### src/rtl/unstriping.sv
// unstriping: two-lane receive-side re-interleaver.
// Per-lane skew FIFOs feed a strict lane-0 / lane-1 output order.
module unstriping #(
  parameter int WIDTH = 32,
  parameter int DEPTH = 4
) (
  input  logic             clk_2f,
  input  logic             reset,
  input  logic [WIDTH-1:0] lane_0,
  input  logic             valid_0,
  input  logic [WIDTH-1:0] lane_1,
  input  logic             valid_1,
  output logic [WIDTH-1:0] data_out,
  output logic             valid_out,
  output logic             overflow,
  output logic             aligned
);

  localparam int AW = $clog2(DEPTH);

  typedef enum logic {
    IDLE,
    RUN
  } state_e;

  state_e state_q, state_d;

  logic [WIDTH-1:0] mem_q [2][DEPTH];
  logic [AW-1:0]    wp_q  [2];
  logic [AW-1:0]    rp_q  [2];
  logic [AW:0]      cnt_q [2];
  logic [AW:0]      cnt_d [2];
  logic [WIDTH-1:0] din   [2];

  logic [1:0]       skip_q, skip_d;
  logic             sel_q, sel_d;
  logic [WIDTH-1:0] data_q, data_d;
  logic             vout_q, vout_d;
  logic             ovf_q, ovf_d;

  logic [1:0] cap, acc, push, pop;
  logic [1:0] empty, full;
  logic       run;

  assign din[0] = lane_0;
  assign din[1] = lane_1;
  assign run    = (state_q == RUN);

  always_comb begin
    for (int i = 0; i < 2; i++) begin
      empty[i] = (cnt_q[i] == '0);
      full[i]  = cnt_q[i][AW];
    end
    cap    = {valid_1, valid_0} & ~skip_q;
    skip_d = cap;
    // lane 1 only counts once lane 0 has opened the stream
    acc[0] = cap[0];
    acc[1] = cap[1] & (run | ~empty[0] | cap[0]);
    pop = '0;
    if (run) pop[sel_q] = ~empty[sel_q];
    push = acc & (~full | pop);
    for (int i = 0; i < 2; i++) begin
      unique case ({push[i], pop[i]})
        2'b10:   cnt_d[i] = cnt_q[i] + 1'b1;
        2'b01:   cnt_d[i] = cnt_q[i] - 1'b1;
        default: cnt_d[i] = cnt_q[i];
      endcase
    end
    ovf_d  = ovf_q | (|(acc & ~push));
    sel_d  = sel_q ^ (|pop);
    vout_d = |pop;
    data_d = data_q;
    if (|pop) data_d = mem_q[sel_q][rp_q[sel_q]];
    state_d = state_q;
    unique case (state_q)
      IDLE: if (!empty[0]) state_d = RUN;
      RUN: begin
        if (!valid_0 && !valid_1 && (&empty) && !sel_q)
          state_d = IDLE;
      end
    endcase
  end

  always_ff @(posedge clk_2f or posedge reset) begin
    if (reset) begin
      state_q <= IDLE;
      skip_q  <= '0;
      sel_q   <= 1'b0;
      data_q  <= '0;
      vout_q  <= 1'b0;
      ovf_q   <= 1'b0;
      for (int i = 0; i < 2; i++) begin
        wp_q[i]  <= '0;
        rp_q[i]  <= '0;
        cnt_q[i] <= '0;
      end
    end else begin
      state_q <= state_d;
      skip_q  <= skip_d;
      sel_q   <= sel_d;
      data_q  <= data_d;
      vout_q  <= vout_d;
      ovf_q   <= ovf_d;
      for (int i = 0; i < 2; i++) begin
        if (push[i]) wp_q[i] <= wp_q[i] + 1'b1;
        if (pop[i])  rp_q[i] <= rp_q[i] + 1'b1;
        cnt_q[i] <= cnt_d[i];
      end
    end
  end

  always_ff @(posedge clk_2f) begin
    for (int i = 0; i < 2; i++) begin
      if (push[i]) mem_q[i][wp_q[i]] <= din[i];
    end
  end

  assign data_out  = data_q;
  assign valid_out = vout_q;
  assign overflow  = ovf_q;
  assign aligned   = run;

endmodule

### config.mk
export PLATFORM = sky130hd
export DESIGN_NAME = unstriping
export DESIGN_NICKNAME = d
export VERILOG_FILES = /design/src/rtl/unstriping.sv
export SDC_FILE = /design/constraint.sdc
export NUM_CORES = 1
export LEC_CHECK = 0
export CAP_MARGIN = 20
export CORE_MARGIN = 2
export CORE_UTILIZATION = 55
export CTS_CLUSTER_DIAMETER = 200
export CTS_CLUSTER_SIZE = 16
export DETAILED_ROUTE_END_ITERATION = 10
export PLACE_DENSITY = 0.77
export SYNTH_ARGS = -nofsm -noshare
export SYNTH_HDL_FRONTEND = slang
export SYNTH_SLANG_ARGS = --single-unit
### constraint.sdc
create_clock -name clk_2f -period 3.25 [get_ports clk_2f]
set_clock_uncertainty 0.05 [all_clocks]
set_input_delay 0.975 -clock clk_2f [delete_from_list [all_inputs] [get_ports clk_2f]]
set_output_delay 0.975 -clock clk_2f [all_outputs]
set_load 0.01 [all_outputs]
Yosys cells after proc, flatten, opt, wreduce, memory -nomap -nowiden
Memories as Yosys holds them, arrays and structs flattened.
Index checks and enable logic that the tools add are counted.
{ "word_totals": {"mem_bits_ro": 0, "out_inout_bits": 35, "register_bits": 52, "ramBits": 256, "in_bits": 68, "memories": 1, "word_cells": 93, "latchBits": 0} }
{ "classes": {"order_cmp": 8, "muxes": 24, "bitwise": 20, "n_reduce_logical": 16, "div_mod_pow": 0, "n_shift": 0, "multipliers": 0, "addsub": 8, "n_eq_ne": 4} }
{ "memory_table": {"columns": ["name", "depth", "word_bits", "rd", "rd_clocked_by_memory_dff", "wr", "line_no", "source"], "rows": [
  ["mem_q", 2, 128, 1, 0, 2, "28", "logic [WIDTH-1:0] mem_q [2][DEPTH];"]
]} }
{ "ops": {"columns": ["op", "n"], "rows": [
  ["$mux W128", 2],
  ["$demux W32 S2", 2],
  ["$mux W32", 4],
  ["$bmux W32 S2", 1],
  ["$pmux W3 S2", 2],
  ["$ge A3 B3 Y1 const B", 3],
  ["$not A2 Y3", 3],
  ["$add A2 B1 Y2 const B", 4],
  ["$and A2 B2 Y2", 4],
  ["$mux W2", 4],
  ["$mux W1", 7],
  ["$add A3 B1 Y3 const B", 2],
  ["$logic_and A1 B1 Y1", 6],
  ["$logic_not A3 Y1", 2],
  ["$lt A3 B1 Y1 const B", 2],
  ["$not A2 Y2", 3],
  ["$sub A3 B1 Y3 const B", 2],
  ["$eq A2 B1 Y1 const B", 2],
  ["$eq A2 B2 Y1 const B", 2],
  ["$reduce_bool A2 Y1", 2],
  ["$reduce_or A2 Y1", 2],
  ["$logic_not A1 Y1", 3],
  ["$not A1 Y1", 3],
  ["$or A1 B1 Y1", 3],
  ["other kinds (10)", 10]
]} }

Logic depth before layout (Yosys ltp)
Gate-level depths: netlist (run 1).
{ "logic_depth": {"depth_word": 12, "mapped_depth": 11, "mapped_depth_nobuf": 10} }

Worst setup path before layout (run 1)
No wires, ideal clock.
{ "synth_path": {"path_kind": "input-to-reg", "from": "input valid_0", "to": "memory mem_q[1][0] (netlist name), enable pin", "arrival_ps": 2534, "stages": 4, "t_required_ps": 2808, "setup_ps": 392, "setup_slack_ps": 274, "path_buffers": 0, "cell_sequence": "nor2b_1 -> o31ai_1 -> a21boi_1 -> and2_1"} }
{ "synth_lines": {"columns": ["element", "line_no", "source"], "rows": [
  ["from (decl)", "10", "input logic valid_0,"],
  ["to (decl)", "28", null]
]} }

Worst setup path in the final report (run 1)
{ "layout_path": {"from": "register state_q (netlist: aligned)", "to": "output aligned"} }
{ "layout_lines": {"columns": ["element", "line_no", "source"], "rows": [
  ["from (decl)", "26", "state_e state_q, state_d;"],
  ["from (signal assigned)", "98", "state_q <= state_d;"],
  ["to (decl)", "16", "output logic aligned"]
]} }
No word-level cell between the ends.

==> reports/metrics.cfg, run 1 <==
[status]
run_status = finished clean

[critical_path]
crit_family = buffers and inverters
cpPeakStageDelay_ns = 0.59
cp_cell_sequence = clkdlybuf4s50_1
cp_max_fo = 7
timing.critical_path.slowest_stage_cell = clkdlybuf4s50_1
critical_path_required_ns = 2.22
critPathLaunchType = flip-flop
timing.critical_path.buf_inv = 1
arrival_time_worst_endpoint_ns = 1.61
timing_worst_setup_path_type = flip-flop to primary output
setup.worst_path.end_class = primary output

[grt]
first_pass_grt_wire_length_um = 35830
grt_antenna_before_repair = 0
first_global_vias = 6252
grt_start_max_net_pins = 53
globalRoute.totalOverflow = 0
grt_use_total = 0.2121

[final_layout]
layout.filler_cells = 1424
drive_gt1_frac = 0.1110
finish.net_count = 848
final_cells = 1059
antenna_cells = 0
syn2layout_area_growth_pct = 18.32

[sta]
hold_violations = 0
rsz_0062_raised_after_global_routing = false
setup-violations-final = 0
slew_viol_final = 0
worst_slew_margin_rel = 0.4228
fmax_mhz = 380.1
tns_ns = 0
finalCritPeriodShare = 0.8095
max_slew.worst_pin.slew_ns = 0.8657
timing.final.crit_period_ns = 2.631
whs_ns = 0.3818

[floorplanning]
die_height_um = 150.0
num_rows = 53
initial_utilization = 0.5598
floorplan.io_pins = 103
dieArea_um2 = 22510
core_area_um2 = 20960
dieWidth_um = 150.0

[clocking]
clk_pin_slew_worst_paths_ns = 0.07
clk_path_buf_depth = 3
worst_skew_pair.late_latency_ns = 0.51
cts_inserted_buffers = 23
cts_max_level = 1
cts_hold_repair.buffers = 0
cts.sinks = 308
number_of_setup_buffers_added_after_cts = 0
cts-root-buf = clkbuf_16
cts_tree = built
post_cts.resized_instances = 0

[logic_synthesis]
synth_cell_types = 35
synth_top_area_share = 0.6553
synth_sequential_area_ratio = 0.7662
synth.avg_cell_area_um2 = 18.16
synth-seq-cells = 308
synthesis.area_um2 = 11730
post_synth_main_area_contributors = edfxtp_1 (66%), dfrtp_1 (11%), mux4_2 (6.3%)
syn-num-nets = 726
yosys_warnings = 0
yosysTopAreaCell = edfxtp_1
synth_cells = 646

[drt]
drc = 0
drt_first_iter_violations = 631
final_wirelength_um = 23530
final_routed_wire_length_divided_by_cell_count_um = 22.21
detailroute.via_count = 6173
drt_pass1_iterations = 4
drtAntennaViolNets = 0
detail_route.vias_per_cell = 5.829

[placement]
gp_congestion = 0.8870
dp_cells = 1018
buffer_ports.inserted = 102
hpwlAfterDp_um = 15490

[pwr]
power.density_cell_area_nw_per_um2 = 925.2
p_leak_nw = 4.818
vdd.ir_drop.worst_mv = 0.4901

[hold_path]
holdCritPathClass = flip-flop to flip-flop

[job]
max_cap_violations = 0

==> synth_stat cells (all sizes together) <==
cell    number
a21boi       2
a21oi        1
a32o        31
a32oi        1
and2         8
buf         18
clkbuf      10
dfrtp       52
edfxtp     256
fa           2
ha          10
inv         19
mux2         3
mux2i       35
mux4        33
nand2       68
nand2b       2
nand3        1
nor2        39
nor2b        2
nor3         2
o21ai        2
o22ai       32
o311ai       1
o31ai        2
o41ai        1
or3          1
xnor2        9
xor2         3
==> area by class of cell <==
| class | count | area (µm²) | share of cell area |
|---|---|---|---|
| Multi-Input combinational cell | 291 | 2515 | 0.1812 |
| Tap cell | 275 | 344.1 | 0.02479 |
| Timing Repair Buffer | 125 | 1306 | 0.09410 |
| Sequential cell | 308 | 8989 | 0.6476 |
| Clock inverter | 1 | 16.27 | 0.001172 |
| Inverter | 19 | 71.32 | 0.005138 |
| Clock buffer | 40 | 639.4 | 0.04606 |
==> per-stage QoR <==
step	setup slack (ns)	cell area, µm²	util	power [W]
floorplan	0.2742	11730	-	0.008615
global placement	0.2104	13230	0.6311	0.01012
detailed placement	0.1234	13230	0.6311	0.01035
CTS	0.6091	13880	0.6624	0.01292
global route	0.4804	13880	0.6624	0.01348
finish	0.6190	13880	0.6624	0.01284
==> power by group <==
part / total (W) / internal [W] / switching [W]
Combinational: 0.00477 / 0.00216 / 0.00261
Clock: 0.00258 / 0.00134 / 0.00124
Sequential: 0.00549 / 0.00508 / 0.000409
Total: 0.0128 / 0.00859 / 0.00426
==> cells in the final DEF, fill, tap and decap left out <==
cell	count
clkdlybuf4s50_1	102
o31ai_1	2
mux4_2	33
o21ai_2	1
a21oi_1	1
buf_12	9
o22ai_1	32
and2_1	8
xor2_1	3
xnor2_1	9
a32o_1	31
or3_1	1
a21boi_1	2
inv_1	18
nor3_1	2
buf_4	14
edfxtp_1	256
a32oi_1	1
fa_1	2
ha_1	10
inv_2	1
clkbuf_16	23
mux2_4	1
mux2i_4	1
o41ai_1	1
o21ai_0	1
nand3_1	1
nor2b_1	2
nand2_1	68
mux2i_1	34
nand2b_1	2
nor2_1	39
clkinv_8	1
o311ai_4	1
mux2_2	2
clkbuf_1	17
dfrtp_1	52
==> state kept, by name (all words and copies together) (netlist names) <==
name,count
mem_q,256
cnt_q,6
aligned,1
wp_q,4
skip_q,2
overflow,1
data_out,32
rp_q,4
valid_out,1
sel_q,1
==> layer usage <==
metal,wire length (µm),global-route usage
met5,0,0
met4,597,0.05425
met3,1444,0.03232
met2,11580,0.3390
met1,9903,0.3122
==> logic make-up after synthesis <==
group                      after synthesis  share of synthesized area
DFF                                    308                     0.7662
and+or+nand+nor                        123                    0.04245
AOI/OAI and AO/OA                       73                    0.05109
muxes                                   71                    0.09748
buffers and inverters                   47                    0.01973
xor gates and xnor gates                12                   0.008960
adders and majority gates               12                    0.01408
==> path summary, 6_finish.rpt <==
| check | slack [ns] | start | endpoint | cells after the start |
|---|---|---|---|---|
| max reg2reg | 0.80 | sel_q | cnt_q[5] | 9 |
| min in group asynchronous | 0.91 | reset | cnt_q[4] | 3 |
| min reg2reg | 0.38 | skip_q[1] | skip_q[1] | 1 |
| max in group asynchronous | 1.77 | reset | data_out[17] | 3 |
| max | 0.62 | aligned | aligned | 1 |
| min | 0.38 | skip_q[1] | skip_q[1] | 1 |
No activity file was read; power rests on OpenSTA's default activity.
==> inputs of run 2 (changes only) <==
==> constraint.sdc (replaced) <==
create_clock -name clk_2f -period 2.7 [get_ports clk_2f]
set_clock_uncertainty 0.05 [all_clocks]
set_input_delay 0.81 -clock clk_2f [delete_from_list [all_inputs] [get_ports clk_2f]]
set_output_delay 0.81 -clock clk_2f [all_outputs]
set_load 0.01 [all_outputs]
==> run 2 against run 1 <==
  * Cell count is 1.8% higher
  * Worst setup slack worse by 0.42 ns
  * Sequential cell count stayed put
  * Clock power is 21% higher
  * Register-to-register slack worse by 0.50 ns
  * Critical endpoint unchanged
==> reports/metrics.cfg, run 2 (synthesis gave the netlist of run 1 again) <==
[sta]
setup-violations-final = 0
timing.final.crit_period_ns = 2.498
finalCritPeriodShare = 0.9252
tns_ns = 0
slew_viol_final = 0
finalWorstSetupSlack_ns = 0.2020
hold_violations = 0
whs_ns = 0.4298
worst_slew_margin_rel = 0.3518
max_slew.worst_pin.slew_ns = 0.9688
rsz_0062_raised_after_global_routing = false
fmax_mhz = 400.3

[critical_path]
cp_max_fo = 7
r2r_slack_ns = 0.30
cp_cell_sequence = clkdlybuf4s50_1
critPathLaunchType = flip-flop
arrival_time_worst_endpoint_ns = 1.64
critical_path_required_ns = 1.84
crit_family = buffers and inverters
timing_worst_setup_path_type = flip-flop to primary output
setup.worst_path.end_class = primary output
timing.critical_path.buf_inv = 1
timing.critical_path.slowest_stage_cell = clkdlybuf4s50_1
cpPeakStageDelay_ns = 0.60

[pwr]
fin_total_pwr_w = 0.01572
total_switching_power_w = 0.005241
p_leak_nw = 4.944
combinationalPowerShare = 0.382
vdd.ir_drop.worst_mv = 0.7007
sequential_share_of_power = 0.419
proportion_of_total_power_due_to_net_switching = 0.3333
power.density_cell_area_nw_per_um2 = 1114
cellInternalPower_w = 0.01048
clockPowerShare = 0.199

[floorplanning]
num_rows = 53
dieArea_um2 = 22510
floorplan.io_pins = 103
dieWidth_um = 150.0
initial_utilization = 0.5598
core_area_um2 = 20960
die_height_um = 150.0

[final_layout]
finish.net_count = 866
syn2layout_area_growth_pct = 20.28
largest_reg_flops = 256
fin_area_um2 = 14110
layout.cells.most_common = edfxtp_1
most-common-layout-cells = edfxtp_1 (256), clkdlybuf4s50_1 (102), nand2_1 (68)
layout.filler_cells = 1391
antenna_cells = 0
drive_gt1_frac = 0.1420

[drt]
final_routed_wire_length_divided_by_cell_count_um = 22.61
drtAntennaViolNets = 0
detail_route.vias_per_cell = 5.830
drc = 0
detailroute.via_count = 6285
final_wirelength_um = 24370
drt_first_iter_violations = 663
drt_pass1_iterations = 5

[clocking]
post_cts.resized_instances = 0
cts_inserted_buffers = 23
clk_pin_slew_worst_paths_ns = 0.07
cts_max_level = 1
worst_skew_pair.late_latency_ns = 0.52
cts-root-buf = clkbuf_16
cts.sinks = 308
cts_hold_repair.buffers = 0
clk_path_buf_depth = 3
cts_tree = built
number_of_setup_buffers_added_after_cts = 0

[placement]
gp_congestion = 0.8963
buffer_ports.inserted = 102
post_place_instance_area_um2 = 13450
hpwlAfterDp_um = 16840
dp_worst_setup_slack_ns = -0.2214

[grt]
first_global_vias = 6552
first_pass_grt_wire_length_um = 37430
grt_start_max_net_pins = 53
grt_antenna_before_repair = 0
globalRoute.totalOverflow = 0
grt_use_total = 0.2230

[hold_path]
holdCritPathClass = flip-flop to flip-flop

[job]
max_cap_violations = 0

[status]
run_status = finished clean

==> run 2: changes by cell type in the layout (fill, tap and decap cells not counted), sizes merged <==
cell and change:
buf +18, inv +1
==> run 2: per-layer routing <==
| metal | routed length (µm) | track usage | vias up |
|---|---|---|---|
| met5 | 0 | 0 | - |
| met4 | 641 | 0.06321 | 0 |
| met3 | 1227 | 0.02927 | 43 |
| met2 | 12390 | 0.3728 | 236 |
| met1 | 10110 | 0.3130 | 3220 |
| li1 | - | - | 2786 |
==> run 2: path summary, 6_finish.rpt <==
kind | to | start | depth (start not counted)
hold reg to reg | overflow | overflow | 2
setup / recovery | aligned | aligned | 1
hold / removal | overflow | overflow | 2
max in group asynchronous | data_out[17] | reset | 3
setup reg to reg | cnt_q[2] | cnt_q[3] | 10
min in group asynchronous | aligned | reset | 3
==> run 2: per-stage QoR <==
stage,utilization,std cells
floorplan,-,646
global placement,0.6416,1036
detailed placement,0.6416,1036
CTS,0.6733,1078
global route,0.6733,1078
finish,0.6733,1078
==> run 2: final cells by class <==
class,instances,area (µm²),share of cell area
Clock buffer,40,639.4,0.04531
Timing Repair Buffer,143,1516,0.1075
Tap cell,275,344.1,0.02439
Clock inverter,2,25.02,0.001774
Sequential cell,308,8989,0.6370
Multi-Input combinational cell,291,2525,0.1789
Inverter,19,71.32,0.005055
==> run 2: power groups by stage <==
| stage | combinational [W] | clock, W | sequential, W |
|---|---|---|---|
| floorplan | 0.00374 | 0 | 0.00663 |
| global placement | 0.00575 | 0 | 0.00663 |
| detailed placement | 0.00600 | 0 | 0.00668 |
| CTS | 0.00604 | 0.00320 | 0.00659 |
| global route | 0.00647 | 0.00337 | 0.00666 |
| finish | 0.00600 | 0.00313 | 0.00659 |
==> run 2: tightest hold or removal path: stages, from the launching register on <==
cell	delay, ns
dfrtp_1	0.35
inv_1	0.04
o31ai_1	0.05
==> inputs of run 3 (changes only) <==
--- a/config.mk
+++ b/config.mk
@@ -5,6 +5,7 @@
 export SDC_FILE = /design/constraint.sdc
 export NUM_CORES = 1
 export LEC_CHECK = 0
+export ABC_AREA = 0
 export CAP_MARGIN = 20
 export CORE_MARGIN = 2
 export CORE_UTILIZATION = 55
@@ -12,6 +13,7 @@
 export CTS_CLUSTER_SIZE = 16
 export DETAILED_ROUTE_END_ITERATION = 10
 export PLACE_DENSITY = 0.77
+export SKIP_LAST_GASP = 1
 export SYNTH_ARGS = -nofsm -noshare
 export SYNTH_HDL_FRONTEND = slang
 export SYNTH_SLANG_ARGS = --single-unit
==> results of run 3 <==
No change in the layout: final DEF, timing and power equal those of run 2.
